## src/rtl/dphy_pkg.sv

```systemverilog
// -----------------------------------------------------------------------------
// dphy_pkg
// Shared definitions for the D-PHY low-power receive path.
//   - LP line-state encodings, read as {Dp, Dn}
//   - LPRX line-state FSM state type
// -----------------------------------------------------------------------------
package dphy_pkg;

    localparam logic [1:0] LP11 = 2'b11;
    localparam logic [1:0] LP10 = 2'b10;
    localparam logic [1:0] LP01 = 2'b01;
    localparam logic [1:0] LP00 = 2'b00;

    typedef enum logic [2:0] {
        INIT,
        STOP,
        HS_RQST,
        HS_PREP,
        HS_ACTIVE
    } lprx_state_e;

endpackage

```

## src/rtl/dphy_sync2.sv

```systemverilog
// -----------------------------------------------------------------------------
// dphy_sync2
// Two-flop synchroniser for asynchronous level inputs. Both stages clear to 0
// on a synchronous active-high reset.
//   clk  in   sampling clock
//   rst  in   synchronous active-high reset
//   d    in   asynchronous inputs [WIDTH-1:0]
//   q    out  synchronised outputs [WIDTH-1:0], two clk edges behind d
// -----------------------------------------------------------------------------
module dphy_sync2 #(
    parameter int WIDTH = 2
) (
    input  logic             clk,
    input  logic             rst,
    input  logic [WIDTH-1:0] d,
    output logic [WIDTH-1:0] q
);

    logic [WIDTH-1:0] s1;

    // NOTE: non-blocking assignments let both stages sample the old values on
    // the same edge, which is what makes this a two-stage pipeline.
    always_ff @(posedge clk) begin
        if (rst) begin
            s1 <= '0;
            q  <= '0;
        end else begin
            s1 <= d;
            q  <= s1;
        end
    end

endmodule

```

## src/rtl/dphy_lp_rx.sv

```systemverilog
// -----------------------------------------------------------------------------
// dphy_lp_rx
// Low-power line-state receiver for one D-PHY data lane. Tracks the LP line
// state and recognises the HS entry sequence LP-11 -> LP-01 -> LP-00. After
// D_TERM_EN_TIME cycles in LP-00 it raises HSRX_EN to enable the HS receiver
// and termination; LP-11 drops it again.
//   LPRX_CLK  in   LP receive clock, all logic on the rising edge
//   RxRst     in   synchronous active-high reset (also clears synchroniser)
//   LPEnable  in   LP receiver enable, 0 holds the FSM in INIT
//   LP_Dp     in   LP comparator, positive line (asynchronous)
//   LP_Dn     in   LP comparator, negative line (asynchronous)
//   HSRX_EN   out  HS receiver/termination enable (registered)
// -----------------------------------------------------------------------------
module dphy_lp_rx
    import dphy_pkg::*;
#(
    parameter int D_TERM_EN_TIME = 6
) (
    input  logic LPRX_CLK,
    input  logic RxRst,
    input  logic LPEnable,
    input  logic LP_Dp,
    input  logic LP_Dn,
    output logic HSRX_EN
);

    localparam int                CNT_W    = $clog2(D_TERM_EN_TIME + 1);
    localparam logic [CNT_W-1:0]  CNT_LAST = CNT_W'(D_TERM_EN_TIME - 1);

    logic [1:0]       line;
    lprx_state_e      state, state_nxt;
    logic [CNT_W-1:0] cnt, cnt_nxt;

    // The synchroniser keeps sampling while LPEnable is low so the FSM sees a
    // settled line value as soon as it is re-enabled.
    dphy_sync2 #(
        .WIDTH (2)
    ) u_sync (
        .clk (LPRX_CLK),
        .rst (RxRst),
        .d   ({LP_Dp, LP_Dn}),
        .q   (line)
    );

    // NOTE: every signal written here gets a default first, so no path through
    // the case statement can leave one unassigned and infer a latch.
    always_comb begin
        state_nxt = state;
        cnt_nxt   = '0;     // counter only survives while counting in HS_PREP

        case (state)
            INIT: begin
                if (line == LP11) state_nxt = STOP;
            end

            STOP: begin
                // LP-10 would be escape entry, which is unsupported: treat it
                // as a protocol error together with LP-00.
                case (line)
                    LP11:    state_nxt = STOP;
                    LP01:    state_nxt = HS_RQST;
                    default: state_nxt = INIT;
                endcase
            end

            HS_RQST: begin
                case (line)
                    LP00:    state_nxt = HS_PREP;
                    LP01:    state_nxt = HS_RQST;
                    LP11:    state_nxt = STOP;
                    default: state_nxt = INIT;
                endcase
            end

            HS_PREP: begin
                case (line)
                    LP00: begin
                        // Entry cycle counts as the first; CNT_LAST is reached
                        // after D_TERM_EN_TIME cycles, so the counter never wraps.
                        if (cnt == CNT_LAST) state_nxt = HS_ACTIVE;
                        else                 cnt_nxt   = cnt + 1'b1;
                    end
                    LP11:    state_nxt = STOP;
                    default: state_nxt = INIT;
                endcase
            end

            HS_ACTIVE: begin
                // HS swings look like LP-00 to the LP comparators; only a
                // clean LP-11 ends the burst.
                if (line == LP11) state_nxt = STOP;
            end

            default: state_nxt = INIT;
        endcase
    end

    // RxRst and LPEnable==0 have the same effect on the FSM side; only RxRst
    // additionally clears the synchroniser.
    always_ff @(posedge LPRX_CLK) begin
        if (RxRst || !LPEnable) begin
            state   <= INIT;
            cnt     <= '0;
            HSRX_EN <= 1'b0;
        end else begin
            state   <= state_nxt;
            cnt     <= cnt_nxt;
            HSRX_EN <= (state_nxt == HS_ACTIVE);
        end
    end

endmodule

```

## config.mk

```make
export PLATFORM = sky130hd
export DESIGN_NAME = dphy_lp_rx
export DESIGN_NICKNAME = d
export VERILOG_FILES = /design/src/rtl/dphy_pkg.sv /design/src/rtl/dphy_sync2.sv /design/src/rtl/dphy_lp_rx.sv
export SDC_FILE = /design/constraint.sdc
export NUM_CORES = 1
export LEC_CHECK = 0
export CAP_MARGIN = 25
export CORE_AREA = 5 5 42 44
export DETAILED_ROUTE_END_ITERATION = 8
export DIE_AREA = 0 0 47 49
export PLACE_DENSITY_LB_ADDON = 0.08
export REMOVE_ABC_BUFFERS = 1
export SLEW_MARGIN = 20
export SYNTH_ARGS = -nofsm -noshare
export SYNTH_HDL_FRONTEND = slang
export SYNTH_SLANG_ARGS = --single-unit
export TNS_END_PERCENT = 30
```

## constraint.sdc

```tcl
create_clock -name LPRX_CLK -period 1.4 [get_ports LPRX_CLK]
set_clock_uncertainty 0.05 [all_clocks]
set_input_delay 0.42 -clock LPRX_CLK [delete_from_list [all_inputs] [get_ports LPRX_CLK]]
set_output_delay 0.42 -clock LPRX_CLK [all_outputs]
set_load 0.01 [all_outputs]
```

* Yosys cells after proc, flatten, opt, wreduce, memory -nomap -nowiden *
Index checks and enable logic that the tools add are counted.

storage, ports and cells
  bits of input ports = 5
  output and inout port bits = 1
  flip-flop bits (word level) = 11

cells by class
  multiplexer cells = 6
  bitwise operators = 2
  add/sub/neg operators = 1
  reductions and logical operators = 6
  equality and inequality tests = 8

operator list
  operator               number
  $pmux W3 S4            1
  $eq A3 B3 Y1 const B   3
  $eq A3 B2 Y1 const B   2
  $mux W3                2
  $pmux W2 S3            1
  $pmux W3 S2            1
  $pmux W2 S2            1
  $reduce_or A4 Y1       1
  $add A3 B1 Y3 const B  1
  $eq A3 B1 Y1 const B   1
  $logic_not A3 Y1       1
  $eq A2 B1 Y1 const B   1
  $eq A2 B2 Y1 const B   1
  $logic_not A2 Y1       1
  $not A1 Y1             2
  $reduce_or A2 Y1       1
  $logic_not A1 Y1       1
  $logic_or A1 B1 Y1     1

* Longest topological paths before layout *
  depth in word-level cells = 5
  depth in mapped cells = 6
  gate-level depth less buffers = 6

* Hierarchy *
Synthesis repeated with hierarchy kept, for this count alone.

unflattened totals
  cell total of the unflattened synthesis = 52
  area, all modules = 514.2 µm²

modules (own cells, without submodules)
  module      cells each  seq. area each (µm²)  area an instance (µm²)  instances
  dphy_lp_rx  44          140.1                 409.1                   1
  dphy_sync2  8           80.1                  105.1                   1

* Least setup slack after synthesis *
Ideal clock, no wire load.

  path kind = flip-flop to flip-flop
  from = register u_sync.q[0]
  to = register state[0]
  path slack = 0.055 ns
  required time = 1.285 ns
  stages on the path, launching flop included = 7
  data arrival time = 1.230 ns
  period minus slack after synthesis = 1.345 ns
  path through = dfxtp_1 -> inv_1 -> ha_1 -> nand2b_1 -> a21oi_1 -> o32a_1 -> nor2b_1

between the ends
  cells in the longest elaborated chain, start to end = 3
  elaborated cells on any way between the ends = 8

ends and longest elaborated chain
  item                                  RTL line           RTL
  from (decl)                           dphy_sync2.sv:16   output logic [WIDTH-1:0] q
  from (signal assigned)                dphy_sync2.sv:26   q <= '0;
  from (signal assigned)                dphy_sync2.sv:29   q <= s1;
  $eq A2 B2 Y1 (tied with other cells)  -
  $pmux W2 S3 (tied with other cells)   dphy_lp_rx.sv:67   case (line)
  $pmux W3 S4 (*)                       dphy_lp_rx.sv:51   case (state)
  to (signal assigned)                  dphy_lp_rx.sv:106  state <= state_nxt;
  to (decl)                             dphy_lp_rx.sv:31   lprx_state_e state, state_nxt;

Every way passes the cells marked *; elsewhere a longest branch is shown, timed or not.
A chain may end at the register's enable or synchronous reset.

* Final worst setup path *
  from = register u_sync.q[1]
  to = register state[1]

The elaborated chain is that of the path after synthesis.

==> qor.txt <==
Most common cell after layout, fill and taps aside = dfxtp_1
Gpl congestion = 0.693
Hold Path Depth = 1
CTS tree = done
Static Leak = 0.266 nW
Fin crit share = 0.986
PD cells = 833 nW/µm²
Worst-path clk slew = 0.06 ns
Setup slack, reg-to-reg = 0.02 ns
Die Area = 2300 µm²
Post-synth ARST share = 0
Synth Area in XOR/XNOR = 0.0169
Iter 0 DRT Violations = 2
Worst Hold End = u_sync.q[0]
Post-synthesis cell type count = 19
Post-synth EDFFs = 0
Highest Signal Layer = met4
Met3 wire len = 38 µm
Crit path DAT = 1.52 ns
Seq/Total Area, Yosys = 0.424
Drt drc = 0
Most frequent cells in the layout = dfxtp_1, nor2b_1, ha_1, buf_4
F_max = 0.724 GHz
Fraction of layout cells with a size suffix above 1 = 0.279
Crit path time final = 1.38 ns
Met1 WL = 419 µm
Crit Path Max Fanout = 3
Worst-Skew Late Latency = 0.26 ns
Core area = 1400 µm²
Pin slew with the least headroom to its limit = 0.333 ns
Worst slew margin = 0.775
Site Rows = 14
Vias in the first global route = 367
Status = complete, no violations
Slew Limit Fails = 0
CTS Buffer Depth = 2
Clock root buffer = clkbuf_4
Worst Setup End Kind = register
Total GRT Usage = 0.0905
VDD IR max = 590 µV
Post-Synth Adder-Cell Area = 0.169
Total grt overflow = 0
Area grow syn2layout = 33.3%
Finished Layout Cells = 84
Worst setup path class = register to register
Io pins = 6
Avg WL per Cell = 10.0 µm
Initial antenna violation count = 0
Die H = 49 µm
Final HPWL from detailed placement = 643 µm
Overall power = 0.000576 W
Worst r2r src = u_sync.q[1]
Clock sink count = 11
Area fraction in compound gates after synthesis = 0.0916
NumNets Final = 81
CP Launch Type = register
Cts bufs inserted = 3
Mapped Cells = 54
Reg-to-Reg End = state[1]
Hold Fails Final Rpt = 0
Mapped cell area = 519 µm²
H-tree depth = 1
Hold crit path type = register to register
CP required = 1.54 ns
Die W = 47 µm
Placed insts = 79
Worst hold start = u_sync.s1[0]
ANT nets after route = 0
R2r worst-path depth = 5
Total Wirelength = 842 µm
Vias after detailed routing = 387
Synth Register Bits = 11
First-pass GRT wire length = 1500 µm
Final setup violation count = 0
Initial Util = 0.371
Yosys warns = 0
Syn avg cell area = 9.62 µm²
Post-synthesis mux area share = 0
RSZ-0062 raised after global routing = true
Diode count = 0
Met2 wire len = 368 µm
Top_reg_cell synth = dfxtp_1
Port Buf Inserts = 5
Largest net degree at the start of global routing = 8
Vias per inst = 4.61
Maxcap violations = 0
First-pass iteration count of the detailed router = 2
Simple-Gate Fraction of Synth Area = 0.263
Largest family of logic cells by synthesized area = simple AND/OR/NAND/NOR gates
[per-layer routing]
metal	GRT usage	vias to the layer above
li1	-	208
met1	0.124	170
met2	0.115	7
met3	0.0221	2
met4	0.0691	0
met5	0	-
[through the flow]
stage	cell area [µm²]	util	TNS, ns	worst slack (ns)	hold slack, ns
after floorplan	519	-	0	0.0548	0.364
after global placement	619	0.442	-0.171	-0.0614	0.369
after detailed placement	619	0.442	-0.229	-0.0715	0.378
after CTS	644	0.460	-0.00292	-0.00292	0.399
after global routing	692	0.494	-0.0471	-0.0419	0.398
final	692	0.494	0	0.0197	0.390
[cells in the mapped netlist (2+ instances only)]
master | n | share of area
dfxtp_1 | 11 | 0.42
nor2b_1 | 5 | 0.060
ha_1 | 7 | 0.17
nand2b_1 | 3 | 0.036
a21oi_1 | 3 | 0.029
nor3_1 | 3 | 0.029
nand2_1 | 3 | 0.022
o21ai_0 | 2 | 0.019
inv_1 | 4 | 0.029
nor2_1 | 4 | 0.029
[sequential cells by signal (all words and copies together), names as in the netlist]
register	flops
HSRX_EN	1
u_sync.q	2
state	3
u_sync.s1	2
cnt	3
[report_power, final]
group | internal [W] | switching (W)
clock | 0.000110 | 0.000100
combinational | 0.0000288 | 0.0000169
sequential | 0.000318 | 0.00000196
total | 0.000457 | 0.000119
[logic make-up after synthesis]
kind of cell / after synthesis
AO/OA/AOI/OAI: 7
XOR/XNOR: 1
adder cells (fa/ha/maj): 7
buffers and inverters: 5
flip-flops: 11
AND/OR/NAND/NOR: 23
[critical path, stage by stage, from the launching register on]
cell and delay (ns):
dfxtp_2 0.32, inv_2 0.08, buf_4 0.11, ha_1 0.12, or4b_4 0.48, a31oi_4 0.16
[repair_timing]
item                       4_1_cts  5_1_grt
gates resized for setup          1       10
setup endpoints to repair        2        3
pin swaps                        1        1
hold buffers                     0        0
setup buffers                    0        1
gates cloned                     0        0
[layout make-up]
| class | count | area (µm²) |
|---|---|---|
| clock buffer | 4 | 26.3 |
| fill | 147 | 709 |
| inverter | 5 | 18.8 |
| multi-input combinational | 38 | 317 |
| sequential | 11 | 224 |
| tap | 16 | 20.0 |
| timing repair buffer | 10 | 86.3 |
[how the worst max path moves through the flow]
stage	start	cells after the start	endpoint
2_1_floorplan	u_sync.q[0]	6	state[0]
3_3_place_gp	RxRst	4	HSRX_EN
3_5_place_dp	RxRst	4	HSRX_EN
4_1_cts	u_sync.q[0]	6	state[0]
5_1_grt	u_sync.q[1]	5	state[1]
6_report	u_sync.q[1]	5	state[1]
(Power assumes the default switching activity.)
